===== src/rtl/dds_pkg.sv =====
// Shared definitions for the DDS frequency meter: defaults, FSM states and
// the count-to-frequency-word conversion.
package dds_pkg;

  localparam int DDS_N   = 32;
  localparam int DDS_MID = 128;

  typedef enum logic [1:0] {
    ST_IDLE = 2'd0,
    ST_GATE = 2'd1,
    ST_DONE = 2'd2
  } meter_state_e;

  // A 2^gate_log2 gate makes count/gate * 2^n a plain left shift.
  function automatic logic [63:0] calc_fword(input logic [63:0] cnt,
                                             input int          n,
                                             input int          gate_log2);
    return cnt << (n - gate_log2);
  endfunction

endpackage


===== src/rtl/schmitt_edge_det.sv =====
// Hysteresis zero-crossing detector around mid-scale; flags LOW->HIGH
// transitions combinationally on the qualifying sample.
module schmitt_edge_det
  import dds_pkg::*;
#(
  parameter int MID  = DDS_MID,
  parameter int HYST = 8
) (
  input  logic       clk,
  input  logic       rst_n,
  input  logic [7:0] sample_in,
  input  logic       sample_valid,
  output logic       rise
);

  localparam logic [7:0] HI_TH = 8'(MID + HYST);
  localparam logic [7:0] LO_TH = 8'(MID - HYST);

  logic hyst_state_r;
  logic hyst_next_s;

  // Threshold comparison and rising-edge qualification
  always_comb begin
    hyst_next_s = hyst_state_r;
    rise        = 1'b0;
    if (sample_valid) begin
      if (!hyst_state_r) begin
        if (sample_in >= HI_TH) begin
          hyst_next_s = 1'b1;
          rise        = 1'b1;
        end else begin
          hyst_next_s = 1'b0;
        end
      end else begin
        if (sample_in < LO_TH) begin
          hyst_next_s = 1'b0;
        end else begin
          hyst_next_s = 1'b1;
        end
      end
    end else begin
      hyst_next_s = hyst_state_r;
    end
  end

  // Detector state register
  always_ff @(posedge clk or negedge rst_n) begin
    if (!rst_n) begin
      hyst_state_r <= 1'b0;
    end else begin
      hyst_state_r <= hyst_next_s;
    end
  end

endmodule


===== src/rtl/dds_freq_meter.sv =====
// Counts rising crossings over a 2^GATE_LOG2-clock gate and reports the
// result both as a raw count and as a DDS frequency control word.
module dds_freq_meter
  import dds_pkg::*;
#(
  parameter int N         = DDS_N,
  parameter int GATE_LOG2 = 20,
  parameter int MID       = DDS_MID,
  parameter int HYST      = 8
) (
  input  logic                 clk,
  input  logic                 rst_n,
  input  logic [7:0]           sample_in,
  input  logic                 sample_valid,
  input  logic                 enable,
  output logic [GATE_LOG2-1:0] edge_cnt,
  output logic [N-1:0]         fword_out,
  output logic                 meas_valid,
  output logic                 busy
);

  localparam logic [GATE_LOG2-1:0] GATE_LAST = {GATE_LOG2{1'b1}};

  meter_state_e         state_r;
  meter_state_e         state_next_s;
  logic [GATE_LOG2-1:0] gate_ctr_r;
  logic [GATE_LOG2-1:0] run_cnt_r;
  logic [GATE_LOG2-1:0] final_cnt_s;
  logic                 rise_s;

  schmitt_edge_det #(
    .MID  (MID),
    .HYST (HYST)
  ) u_det (
    .clk          (clk),
    .rst_n        (rst_n),
    .sample_in    (sample_in),
    .sample_valid (sample_valid),
    .rise         (rise_s)
  );

  // Includes an edge landing in the current cycle so the last gate cycle counts
  assign final_cnt_s = run_cnt_r + {{(GATE_LOG2-1){1'b0}}, rise_s};

  // Next-state logic; dropping enable during a gate aborts without results
  always_comb begin
    state_next_s = state_r;
    case (state_r)
      ST_IDLE: begin
        if (enable) state_next_s = ST_GATE;
        else        state_next_s = ST_IDLE;
      end
      ST_GATE: begin
        if (!enable)                       state_next_s = ST_IDLE;
        else if (gate_ctr_r == GATE_LAST)  state_next_s = ST_DONE;
        else                               state_next_s = ST_GATE;
      end
      ST_DONE: begin
        if (enable) state_next_s = ST_GATE;
        else        state_next_s = ST_IDLE;
      end
      default: state_next_s = ST_IDLE;
    endcase
  end

  // State, gate counter and running edge counter
  always_ff @(posedge clk or negedge rst_n) begin
    if (!rst_n) begin
      state_r    <= ST_IDLE;
      gate_ctr_r <= {GATE_LOG2{1'b0}};
      run_cnt_r  <= {GATE_LOG2{1'b0}};
    end else begin
      state_r <= state_next_s;
      case (state_r)
        ST_GATE: begin
          gate_ctr_r <= gate_ctr_r + {{(GATE_LOG2-1){1'b0}}, 1'b1};
          run_cnt_r  <= final_cnt_s;
        end
        default: begin
          gate_ctr_r <= {GATE_LOG2{1'b0}};
          run_cnt_r  <= {GATE_LOG2{1'b0}};
        end
      endcase
    end
  end

  // Result and status registers
  always_ff @(posedge clk or negedge rst_n) begin
    if (!rst_n) begin
      edge_cnt   <= {GATE_LOG2{1'b0}};
      fword_out  <= {N{1'b0}};
      meas_valid <= 1'b0;
      busy       <= 1'b0;
    end else begin
      if ((state_r == ST_GATE) && (state_next_s == ST_DONE)) begin
        edge_cnt  <= final_cnt_s;
        fword_out <= N'(calc_fword(64'(final_cnt_s), N, GATE_LOG2));
      end else begin
        edge_cnt  <= edge_cnt;
        fword_out <= fword_out;
      end
      meas_valid <= (state_next_s == ST_DONE);
      busy       <= (state_next_s == ST_GATE);
    end
  end

endmodule


===== config.mk =====
export PLATFORM = sky130hd
export DESIGN_NAME = dds_freq_meter
export DESIGN_NICKNAME = d
export VERILOG_FILES = /design/src/rtl/dds_pkg.sv /design/src/rtl/schmitt_edge_det.sv /design/src/rtl/dds_freq_meter.sv
export SDC_FILE = /design/constraint.sdc
export NUM_CORES = 1
export LEC_CHECK = 0
export BUFFER_PORTS_ARGS = -buffer_cell sky130_fd_sc_hd__buf_2
export CAP_MARGIN = 0
export CELL_PAD_IN_SITES_DETAIL_PLACEMENT = 0
export CELL_PAD_IN_SITES_GLOBAL_PLACEMENT = 2
export CORE_ASPECT_RATIO = 1.4
export CORE_MARGIN = 1.5
export CORE_UTILIZATION = 31
export CTS_CLUSTER_SIZE = 24
export DETAILED_ROUTE_END_ITERATION = 10
export PLACE_DENSITY_LB_ADDON = 0.1
export SLEW_MARGIN = 20
export SYNTH_ARGS = -nofsm -noshare
export SYNTH_HDL_FRONTEND = slang
export SYNTH_SLANG_ARGS = --single-unit

===== constraint.sdc =====
create_clock -name clk -period 1.96 [get_ports clk]
set_input_delay 0.392 -clock clk [delete_from_list [all_inputs] [get_ports clk]]
set_output_delay 0.392 -clock clk [all_outputs]
set_load 0.005 [all_outputs]

# After elaboration in Yosys (flattened, before gate mapping)
# Index checks and enable logic that the tools add are counted.
dict set report classes {
  n_addsub 2
  magnitude_cmp 2
  n_eq_ne 5
  mux 11
  n_reduce_logical 3
}
# operator n
set op_table {}
lappend op_table {{$mux 20} 2}
lappend op_table {{$add 20x1->20} 1}
lappend op_table {{$add 20x1->20 const B} 1}
lappend op_table {{$eq 20x20->1 const B} 1}
lappend op_table {{$ge 8x8->1 const B} 1}
lappend op_table {{$lt 8x7->1 const B} 1}
lappend op_table {{$mux 1} 6}
lappend op_table {{$eq 2x1->1 const B} 2}
lappend op_table {{$eq 2x2->1 const B} 2}
lappend op_table {{$mux 2} 2}
lappend op_table {{$pmux 2 s2} 1}
lappend op_table {{$logic_not 2->1} 1}
lappend op_table {{$reduce_or 2->1} 1}
lappend op_table {{$logic_and 1x1->1} 1}
dict set report totals {
  regBits 65
  in_bits 12
  wordCells 30
}

# Depth between registers and ports, before layout
# Gate-level depths: netlist of the first run.
dict set report logic_depth {
  ltp_word 6
  depth_mapped 9
  ltp_nobuf 8
}

# By module
# A second synthesis of the first run with hierarchy kept.
dict set report hier_totals {
  hier_cells 316
  hier_area_um2 3319.4
}
# mod instances cells_each area_per_inst_um2
set by_module_without_submodules {}
lappend by_module_without_submodules {dds_freq_meter 1 309 3241.9}
lappend by_module_without_submodules {schmitt_edge_det 1 7 77.6}

# Worst setup path before layout of the first run
# No wires, ideal clock.
dict set report synth_timing {
  kind {input to register}
  start {input port sample_in[6]}
  end {register fword_out[18]}
  setup_ns 0.128
  arrival_ns 2.049
  required_ns 1.832
  setup_slack_ns -0.218
  stages 9
  path_cell_list {o41ai_1 nor3b_1 ha_1 ha_1 and3_1 clkbuf_1 and3_1 xnor2_1 a21oi_1}
}
dict set report synth_via {
  elab_chain_len 5
}
# element line
set synth_lines {}
lappend synth_lines {{from (decl)} dds_freq_meter.sv:13} ;# input logic [7:0] sample_in,
lappend synth_lines {{$ge 8x8->1} schmitt_edge_det.sv:28} ;# if (sample_in >= HI_TH) begin
lappend synth_lines {{$mux 1} schmitt_edge_det.sv:28}
lappend synth_lines {{$mux 1} schmitt_edge_det.sv:27} ;# if (!hyst_state_r) begin
lappend synth_lines {{$mux 1} schmitt_edge_det.sv:26} ;# if (sample_valid) begin
lappend synth_lines {{$add 20x1->20} dds_freq_meter.sv:43} ;# assign final_cnt_s = run_cnt_r + {{(GATE_LOG2-1){1'b0}}, rise_s};
lappend synth_lines {{to (signal assigned)} dds_freq_meter.sv:91} ;# fword_out <= {N{1'b0}};
lappend synth_lines {{to (signal assigned)} dds_freq_meter.sv:97} ;# fword_out <= N'(calc_fword(64'(final_cnt_s), N, GATE_LOG2));
lappend synth_lines {{to (signal assigned)} dds_freq_meter.sv:100} ;# fword_out <= fword_out;
lappend synth_lines {{to (decl)} dds_freq_meter.sv:17} ;# output logic [N-1:0] fword_out,
# No other way between the ends.
# A chain may end at the register's enable or synchronous reset.

# Worst setup path in the final report of the first run
dict set report layout_timing {
  start {register u_det.hyst_state_r}
  end {register fword_out[30]}
}
dict set report layout_via {
  elab_chain_len 3
}
# element line
set layout_lines {}
lappend layout_lines {{from (decl)} schmitt_edge_det.sv:19} ;# logic hyst_state_r;
lappend layout_lines {{from (signal assigned)} schmitt_edge_det.sv:51} ;# hyst_state_r <= hyst_next_s;
lappend layout_lines {{$mux 1} schmitt_edge_det.sv:27}
lappend layout_lines {{$mux 1} schmitt_edge_det.sv:26}
lappend layout_lines {{$add 20x1->20} dds_freq_meter.sv:43}
# No other way between the ends.

==> impl_metrics.tcl, run 1 <==
set metrics [dict create \
    status "finished clean" \
    finalCriticalPeriod_ps 1930 \
    path_cells "nor3b_2 -> ha_2 -> ha_4 -> and3_4 -> nand3_2 -> or3_4 -> a31oi_4" \
    drtPass1Iterations 4 \
    cts_hold_buf 0 \
    reg2reg_from "u_det.hyst_state_r" \
    cts_tree "yes" \
    start_util_pct 31.6 \
    slew_viol_final 0 \
    synth-compound-area-share_pct 11.1 \
    cts_made_buffers 9 \
    cts.sinks 65 \
    critPathRequiredTime_ps 2220 \
    drc 0 \
    syn_area_per_cell_sq_um 10.2 \
    worst-setup-path-type "register to register" \
    dieArea_sq_um 11100 \
    path_max_fanout 5 \
    port_buffers 50 \
    routedWlPerCell_microns 15.6 \
    slowest_stage "dfrtp_1" \
    antenna_cells 0 \
    grt_pass1_vias 2403 \
    drive_above_1_share_pct 33.9 \
    max_stage_delay_ps 380 \
    die_w_microns 89.5 \
    fin_skew_ps 7.22 \
    clockRootBuffer "clkbuf_16" \
    cts-htree-levels 3 \
    seqCellArea_sq_um 1630 \
    gp_congestion 0.752 \
    synthTopCellsByArea "dfrtp_1 50%, buf_4 7.4%, a21oi_1 4.2%" \
    synth-xor-area-share_pct 7.01 \
    synth_cell_types 38 \
    multi_input_area_sq_um 1560 \
    max_freq_mhz 519 \
    worst_setup_path_end_kind "register" \
    synth_top_area_share_pct 50.0 \
    power_leakage_nw 1.93 \
    synth_fa_ha_area_share_pct 1.54 \
    vdd_ir_drop_max_v 0.000472 \
    core_area_sq_um 10300 \
    routed_wl_mm 8.01 \
    synthMuxAreaShare_pct 0.693 \
    fin_nets 386 \
    rows 44 \
    grt_overflow_total 0 \
    clk_path_buf_depth 2 \
    setup_tns_ps 0 \
    yosys_warnings 0 \
    whs_ps 86.1 \
    fp.dieH_microns 124 \
    hold_viol 0 \
    pin_count 66 \
    synth.ff_latch_count 65 \
    yosysTopAreaCell "dfrtp_1" \
    startpoint "u_det.hyst_state_r" \
    antenna_found_initial 0 \
    reg2reg_depth 7 \
    synth_top_family_by_area "simple AND/OR/NAND/NOR gates" \
    finalCritPeriodShare_pct 98.3 \
    hp-class "input port to async pin" \
    clk_latency_ps 330 \
    pwr_density_cell_nw_per_um2 737 \
    drtAntennaViolNets 0 \
    postSynthCellCount 320 \
    grt_usage_pct 15.8 \
    vias 2489 \
    grt_max_degree 66 \
    grt_setup_unrepaired "true" \
    syn_to_final_growth_pct 26.3 \
    start_kind "register" \
    critPathArrivalTime_ps 2190 \
    post-dp-hpwl_mm 5.28 \
    vias_per_cell 4.85 \
    drt_iter0_markers 62 \
    cap_violations 0 \
    finalSetupViolCount 0 \
    yosys.area_share.simple_pct 19.7 \
    clk_pin_slew_ps 50 \
    syn-cell-area_sq_um 3250 \
    grt_pass1_wl_mm 12.8 \
    fillers 1027 \
    yosysSeqAreaShare_pct 50.0 \
]
cell usage in the layout (no fill, tap or decap), types with 5 or more instances in the layout:
| master | synthesis | routed |
|---|---|---|
| nand4_1 | 14 | 14 |
| inv_1 | 5 | 5 |
| conb_1 | 1 | 12 |
| a21oi_1 | 27 | 26 |
| buf_2 | 8 | 50 |
| and4_1 | 6 | 6 |
| xor2_1 | 11 | 10 |
| dfrtp_1 | 65 | 65 |
| o21ai_0 | 6 | 5 |
| nor2_1 | 31 | 30 |
| nand2_1 | 10 | 10 |
| clkbuf_16 | 0 | 9 |
| nand3_1 | 10 | 6 |
| a31oi_1 | 21 | 20 |
| and3_1 | 10 | 7 |
| buf_4 | 32 | 22 |
| xnor2_1 | 15 | 11 |
timing repair:
item / in CTS / in global routing
pin swaps: 3 / 10
resized for setup: 3 / 25
buffers inserted: 1 / 3
endpoints found under the setup margin: 5 / 21
cells in the mapped netlist (all sizes together):
| library cell | instances |
|---|---|
| a21boi | 2 |
| or4 | 3 |
| nand2b | 1 |
| nand4 | 16 |
| a31oi | 21 |
| or2 | 2 |
| or3 | 5 |
| clkbuf | 2 |
| inv | 5 |
| nor3b | 1 |
| buf | 43 |
| nor2 | 31 |
| mux2 | 2 |
| nand2 | 10 |
| o21ai | 6 |
| and4 | 7 |
| or4b | 2 |
| nor3 | 5 |
| conb | 1 |
| nand3 | 11 |
| and2 | 2 |
| xnor2 | 15 |
| and3 | 10 |
| nor4 | 4 |
| o41ai | 3 |
| ha | 4 |
| o31ai | 3 |
| xor2 | 11 |
| dfrtp | 65 |
| a21oi | 27 |
kinds of logic (layout without fill, tap and decap cells):
group           after synthesis  in the layout
simple gates                110            110
flops                        65             65
compound gates               62             62
buf+inv                      50             94
xor+xnor                     26             26
fa+ha+maj                     4              4
mux                           2              2
other cells                   1             12
through the flow:
step	setup slack (ps)	area, sq um	utilization (%)	std cells	power (mW)
floorplan	-41.1	3340	-	331	1.44
global placement	-265	3630	35.2	493	1.49
detailed placement	-299	3630	35.2	493	1.49
CTS	1.45	3940	38.3	510	3.08
global route	-97.9	4110	39.9	513	3.15
finish	33.6	4110	39.9	513	3.03
routing by layer:
layer | GRT usage, % | vias up | part of all wire (%)
li1 | - | 1208 | -
met1 | 17.8 | 1231 | 41
met2 | 28.2 | 38 | 54
met3 | 3.38 | 12 | 2.4
met4 | 6.92 | 0 | 2.3
met5 | 0 | - | 0
worst max-delay path, delay by kind of cell, from the launching register on:
family	cells	cell delay, ps
DFF	1	380
AOI/OAI and AO/OA	1	170
adders and majority gates	2	440
and+or+nand+nor	4	870
where the power goes:
group          switching (mW)  leakage, nW  total [mW]  internal, mW
Sequential             0.0107        0.899        1.37          1.35
Clock                   0.571        0.149        1.56         0.990
Combinational          0.0668        0.880      0.0992        0.0323
cell type report:
| cell class | instances | share of cell area [%] |
|---|---|---|
| Timing Repair Buffer | 73 | 10.6 |
| Multi-Input combinational cell | 216 | 37.9 |
| Tap cell | 138 | 4.21 |
| Inverter | 5 | 0.457 |
| Sequential cell | 65 | 39.6 |
| Clock buffer | 14 | 6.92 |
| Clock inverter | 2 | 0.244 |
worst paths after layout:
check                                     end  slack [ps]
worst max-delay path            fword_out[30]          30
worst max register to register  fword_out[30]          30
min in group clk                   state_r[0]         330
max in group asynchronous       gate_ctr_r[2]        1590
worst min-delay path            run_cnt_r[11]          90
worst min register to register  gate_ctr_r[0]         490
state kept, by name (all words and copies together) (netlist names):
| signal | count |
|---|---|
| gate_ctr_r | 20 |
| busy | 1 |
| fword_out | 20 |
| meas_valid | 1 |
| state_r | 2 |
| run_cnt_r | 20 |
| u_det.hyst_state_r | 1 |
(Power assumes the default switching activity.)
==> run 2: changes to the inputs <==
--- a/config.mk
+++ b/config.mk
@@ -8,10 +8,10 @@
 export BUFFER_PORTS_ARGS = -buffer_cell sky130_fd_sc_hd__buf_2
 export CAP_MARGIN = 0
 export CELL_PAD_IN_SITES_DETAIL_PLACEMENT = 0
-export CELL_PAD_IN_SITES_GLOBAL_PLACEMENT = 2
+export CELL_PAD_IN_SITES_GLOBAL_PLACEMENT = 1
 export CORE_ASPECT_RATIO = 1.4
 export CORE_MARGIN = 1.5
-export CORE_UTILIZATION = 31
+export CORE_UTILIZATION = 38
 export CTS_CLUSTER_SIZE = 24
 export DETAILED_ROUTE_END_ITERATION = 10
 export PLACE_DENSITY_LB_ADDON = 0.1
==> constraint.sdc (replaced) <==
create_clock -name clk -period 1.96 [get_ports clk]
set_input_delay 0.392 -clock clk [delete_from_list [all_inputs] [get_ports clk]]
set_output_delay 0.392 -clock clk [all_outputs]
set_load 0.02 [all_outputs]
==> run 2 against run 1 <==
Critical path depth stayed put; global-route usage is 1.4 points higher; cell area is 5.5% lower; critical endpoint unchanged; worst hold slack worse by 19 ps; largest power group unchanged; clock power is 9.6% lower.
==> impl_metrics.tcl, run 2 (synthesis gave the netlist of run 1 again) <==
set metrics [dict create \
    status "finished clean" \
    dpl_cell_area_sq_um 3590 \
    highest_layer "met4" \
    max_freq_mhz 521 \
    startpoint "u_det.hyst_state_r" \
    antenna_cells 0 \
    power_mw 2.90 \
    routed_wl_mm 7.15 \
    dieArea_sq_um 9130 \
    grt_setup_unrepaired "true" \
    rows 39 \
    clk_latency_ps 330 \
    cts-htree-levels 3 \
    gp_congestion 0.823 \
    cts_hold_buf 0 \
    drtPass1Iterations 4 \
    cts_tree "yes" \
    fin_skew_ps 4.66 \
    pwr_density_cell_nw_per_um2 746 \
    critPathRequiredTime_ps 2200 \
    route.met2.wl_mm 3.80 \
    worst_setup_path_end_kind "register" \
    layout_commonest_cell "dfrtp_1" \
    fp.dieH_microns 112 \
    path_cells "nor3b_2 -> ha_2 -> ha_4 -> and3_2 -> nand3_1 -> or3_1 -> a31oi_1" \
    whs_ps 66.7 \
    finalSetupViolCount 0 \
    finalCriticalPeriod_ps 1920 \
    final_cell_mix "65 x dfrtp_1, 50 x buf_2, 31 x nor2_1, 27 x a21oi_1" \
    hold_viol 0 \
    cts.sinks 65 \
    path_max_fanout 5 \
    grt_usage_pct 17.2 \
    slowest_stage "dfrtp_1" \
    antenna_found_initial 0 \
    critPathArrivalTime_ps 2160 \
    finalInstanceArea_sq_um 3880 \
    start_util_pct 39.4 \
    post-route-util_pct 47.1 \
    drc 0 \
    clk_path_buf_depth 2 \
    clockRootBuffer "clkbuf_16" \
    drtAntennaViolNets 0 \
    grt_max_degree 66 \
    max_stage_delay_ps 390 \
    wl_met3_microns 223 \
    start_kind "register" \
    hp-class "input port to async pin" \
    syn_to_final_growth_pct 19.4 \
    grt_pass1_vias 2408 \
    clk_pin_slew_ps 50 \
    worst-setup-path-type "register to register" \
    grt_pass1_wl_mm 11.8 \
    slew_viol_final 0 \
    grt_overflow_total 0 \
    finalCritPeriodShare_pct 97.9 \
    power_leakage_nw 1.85 \
    fin_nets 385 \
    drive_above_1_share_pct 28.7 \
    routedWlPerCell_microns 15.0 \
    post-dp-hpwl_mm 4.79 \
    reg2reg_from "u_det.hyst_state_r" \
    drt_iter0_markers 119 \
    vias_per_cell 5.23 \
    setup_tns_ps 0 \
    pin_count 66 \
    vias 2486 \
    port_buffers 50 \
    drt-met1-wl_mm 2.98 \
    vdd_ir_drop_max_v 0.000451 \
    core_area_sq_um 8250 \
    die_w_microns 81.2 \
    cts_made_buffers 9 \
    top_regs "fword_out (20), gate_ctr_r (20), run_cnt_r (20)" \
    cap_violations 0 \
]
[run 2: per-stage QoR]
step | instances | worst slack [ps]
3_5_place_dp | 458 | -260
4_1_cts | 473 | 23.0
2_1_floorplan | 331 | -41.1
3_3_place_gp | 458 | -236
5_1_grt | 475 | -68.9
6_report | 475 | 41.3
[run 2: timing repair]
action / 4_1_cts / 5_1_grt
buffers inserted: 0 / 2
endpoints found under the setup margin: 1 / 9
gates cloned: 0 / 0
pin swaps: 0 / 2
resized for setup: 1 / 3
[run 2: worst paths after layout]
kind / end / slack (ps) / cells after the start
max: fword_out[30] / 40 / 7
min: meas_valid / 70 / 2
max reg2reg: fword_out[30] / 40 / 7
min reg2reg: gate_ctr_r[0] / 470 / 1
max in group asynchronous: run_cnt_r[17] / 1580 / 2
min in group clk: u_det.hyst_state_r / 340 / 3
[run 2: power breakdown]
group	leakage [nW]	internal, mW	switching (mW)
Sequential	0.899	1.36	0.0100
Clock	0.135	0.872	0.539
Combinational	0.815	0.0367	0.0830
Total	1.85	2.26	0.632
[run 2: layer usage]
metal	GRT usage, %	up-vias
met5	0	-
met4	7.59	0
met3	4.39	11
met2	29.3	47
met1	19.9	1221
li1	-	1207
[run 2: layout make-up]
class	count	area, sq um
timing repair buffer	72	428
tap	102	128
fill	807	4370
clock inverter	4	20.0
clock buffer	11	243
multi-input combinational	216	1420
sequential	65	1630
inverter	5	18.8
[run 2: worst max-delay path: cells and delay by family (launching register included)]
| kind | cells | cell delay, ps |
|---|---|---|
| simple gates | 4 | 870 |
| fa+ha+maj | 2 | 380 |
| compound gates | 1 | 190 |
| flops | 1 | 390 |
==> run 3: changes to the inputs <==
--- a/config.mk
+++ b/config.mk
@@ -18,4 +18,5 @@
 export SLEW_MARGIN = 20
 export SYNTH_ARGS = -nofsm -noshare
 export SYNTH_HDL_FRONTEND = slang
+export SYNTH_HIERARCHICAL = 1
 export SYNTH_SLANG_ARGS = --single-unit
==> run 3 against run 2 <==
Synthesized cell count decreased by 1.3%; power increased by 10%; via count decreased by 6.0%; critical path type unchanged; global-route usage decreased by 1.1 points; critical endpoint is now run_cnt_r[17]; non-clock buffer count decreased by 1; worst setup slack improved by 31 ps; clock power increased by 22%; synthesized area increased by 2.1%; largest cell class unchanged.
==> impl_metrics.tcl, run 3 <==
set metrics [dict create \
    cts-htree-levels 3 \
    grt_usage_pct 16.1 \
    vias 2338 \
    synthTopCellsByArea "dfrtp_1 49%, buf_4 7.2%, mux2i_1 4.5%" \
    cts.sinks 65 \
    post-dp-hpwl_mm 4.59 \
    top_regs "fword_out (20), gate_ctr_r (20), run_cnt_r (20)" \
    port_buffers 50 \
    grt_pass1_wl_mm 11.1 \
    path_max_fanout 6 \
    synthTopCellsByCount "65 x dfrtp_1, 32 x buf_4, 26 x nor2_1" \
    cts_made_buffers 9 \
    synth_top_area_share_pct 49.0 \
    worst_setup_path_end_kind "register" \
    antenna_cells 0 \
    fp.dieH_microns 114 \
    finalCriticalPeriod_ps 1890 \
    reg2reg_from "u_det/hyst_state_r" \
    pwr_density_cell_nw_per_um2 797 \
    dp_cells 461 \
    die_w_microns 82.0 \
    vias_per_cell 4.89 \
    layout_commonest_cell "dfrtp_1" \
    reg2reg_depth 6 \
    synth_edf_count 0 \
    critPathRequiredTime_ps 2220 \
    clk_latency_ps 340 \
    yosys_warnings 6 \
    final_cell_mix "65 x dfrtp_1, 50 x buf_2, 26 x nor2_1, 20 x inv_1, 20 x buf_4" \
    whs_ps 57.8 \
    grt_max_degree 66 \
    r2r_setup_slack_ps 70 \
    power_mw 3.20 \
    synth-async-reset-ratio_pct 100 \
    clockRootBuffer "clkbuf_16" \
    grt_overflow_total 0 \
    fin_skew_ps 10.1 \
    rows 40 \
    drc 0 \
    hold_viol 0 \
    grt_pass1_vias 2170 \
    start_util_pct 39.0 \
    vdd_ir_drop_max_v 0.000495 \
    power_leakage_nw 1.78 \
    dpl_cell_area_sq_um 3600 \
    pre_cts_ws_ps -345 \
    hp-class "input port to async pin" \
    synthFlopType "dfrtp_1" \
    pin_count 66 \
    postSynthCellCount 316 \
    routed_wl_mm 6.68 \
    synth_cell_types 42 \
    drt_iter0_markers 103 \
    cap_violations 0 \
    drtPass1Iterations 4 \
    finalSetupViolCount 0 \
    grt_setup_unrepaired "true" \
    yosysTopAreaCell "dfrtp_1" \
    cts_tree "yes" \
    finalCritPeriodShare_pct 96.3 \
    worst-setup-path-type "register to register" \
    status "finished clean" \
    drtAntennaViolNets 0 \
    final_cells 478 \
    gp_congestion 0.758 \
    slew_viol_final 0 \
    critPathArrivalTime_ps 2150 \
    drive_above_1_share_pct 30.8 \
    routedWlPerCell_microns 14.0 \
    fin_ws_ps 72.0 \
    syn_area_per_cell_sq_um 10.5 \
    max_freq_mhz 530 \
    fin_nets 383 \
    finalInstanceArea_sq_um 4020 \
    dieArea_sq_um 9310 \
    synth.most_common_cell "dfrtp_1" \
    syn_to_final_growth_pct 21.0 \
    clk_path_buf_depth 2 \
    timing.rr.end "run_cnt_r[17]" \
    antenna_found_initial 0 \
    synth.ff_latch_count 65 \
    yosysSeqAreaShare_pct 49.0 \
    core_area_sq_um 8510 \
    clk_pin_slew_ps 60 \
    syn-cell-area_sq_um 3320 \
    start_kind "register" \
]
[run 3: changes by cell type in the layout (fill, tap and decap cells not counted), moves of 5 or more]
cell     change
a21oi_1     -13
a31oi_1     -17
and3_1       -8
inv_1       +15
mux2i_1     +15
nor2_1       -5
[run 3: logic make-up (layout without fill, tap and decap cells)]
family	count (synthesis)	count (layout)	synth area share (%)
simple gates	112	112	20.8
flops	65	65	49.0
buf+inv	61	107	11.5
compound gates	32	32	5.58
xor+xnor	25	25	6.60
mux	17	17	5.20
fa+ha+maj	3	3	1.13
other cells	1	12	0.113
[run 3: routing by layer]
| layer | vias to the layer above | track usage [%] | part of all wire [%] |
|---|---|---|---|
| li1 | 1155 | - | - |
| met1 | 1132 | 20.1 | 44 |
| met2 | 42 | 25.6 | 51 |
| met3 | 9 | 2.88 | 2.7 |
| met4 | 0 | 9.60 | 2.3 |
| met5 | - | 0 | 0 |
[run 3: report_power, final]
part	internal, mW	switching, mW
Clock	1.11	0.610
Combinational	0.0337	0.0821
Sequential	1.35	0.0108
Total	2.50	0.703
[run 3: layout make-up]
type,instances,area [sq um]
clock buffers,9,225
clock inverters,7,95.1
fillers,813,4490
inverters,20,75.1
multi-input cells,201,1440
flip-flops and latches,65,1630
well taps,105,131
repair buffers,71,420
[run 3: what timing repair did]
item,in CTS,in global routing
gates resized for setup,7,10
setup endpoints to repair,18,17
hold endpoints to repair,0,0
setup buffers,0,1
hold buffers,0,0
pin swaps,4,6
[run 3: stage by stage]
step | setup TNS, ps | util [%]
6_report | 0 | 47.2
5_1_grt | -22.6 | 47.2
4_1_cts | 0 | 46.5
3_5_place_dp | -5720 | 42.3
3_3_place_gp | -4590 | 42.3
2_1_floorplan | 0 | -
[run 3: worst max-delay path: stages, from the launching register on]
cell,delay [ps]
dfrtp_1,390
nor3_2,180
ha_2,240
and4_4,250
nand3_4,90
or4_4,500
a21oi_1,150
[run 3: worst max-delay path by stage]
stage / startpoint / cells after the start / to
3_3_place_gp: sample_in[5] / 10 / fword_out[20]
4_1_cts: u_det/hyst_state_r / 6 / fword_out[29]
6_report: u_det/hyst_state_r / 6 / run_cnt_r[17]
2_1_floorplan: sample_valid / 7 / fword_out[29]
3_5_place_dp: sample_in[5] / 10 / fword_out[22]
5_1_grt: gate_ctr_r[0] / 5 / gate_ctr_r[16]
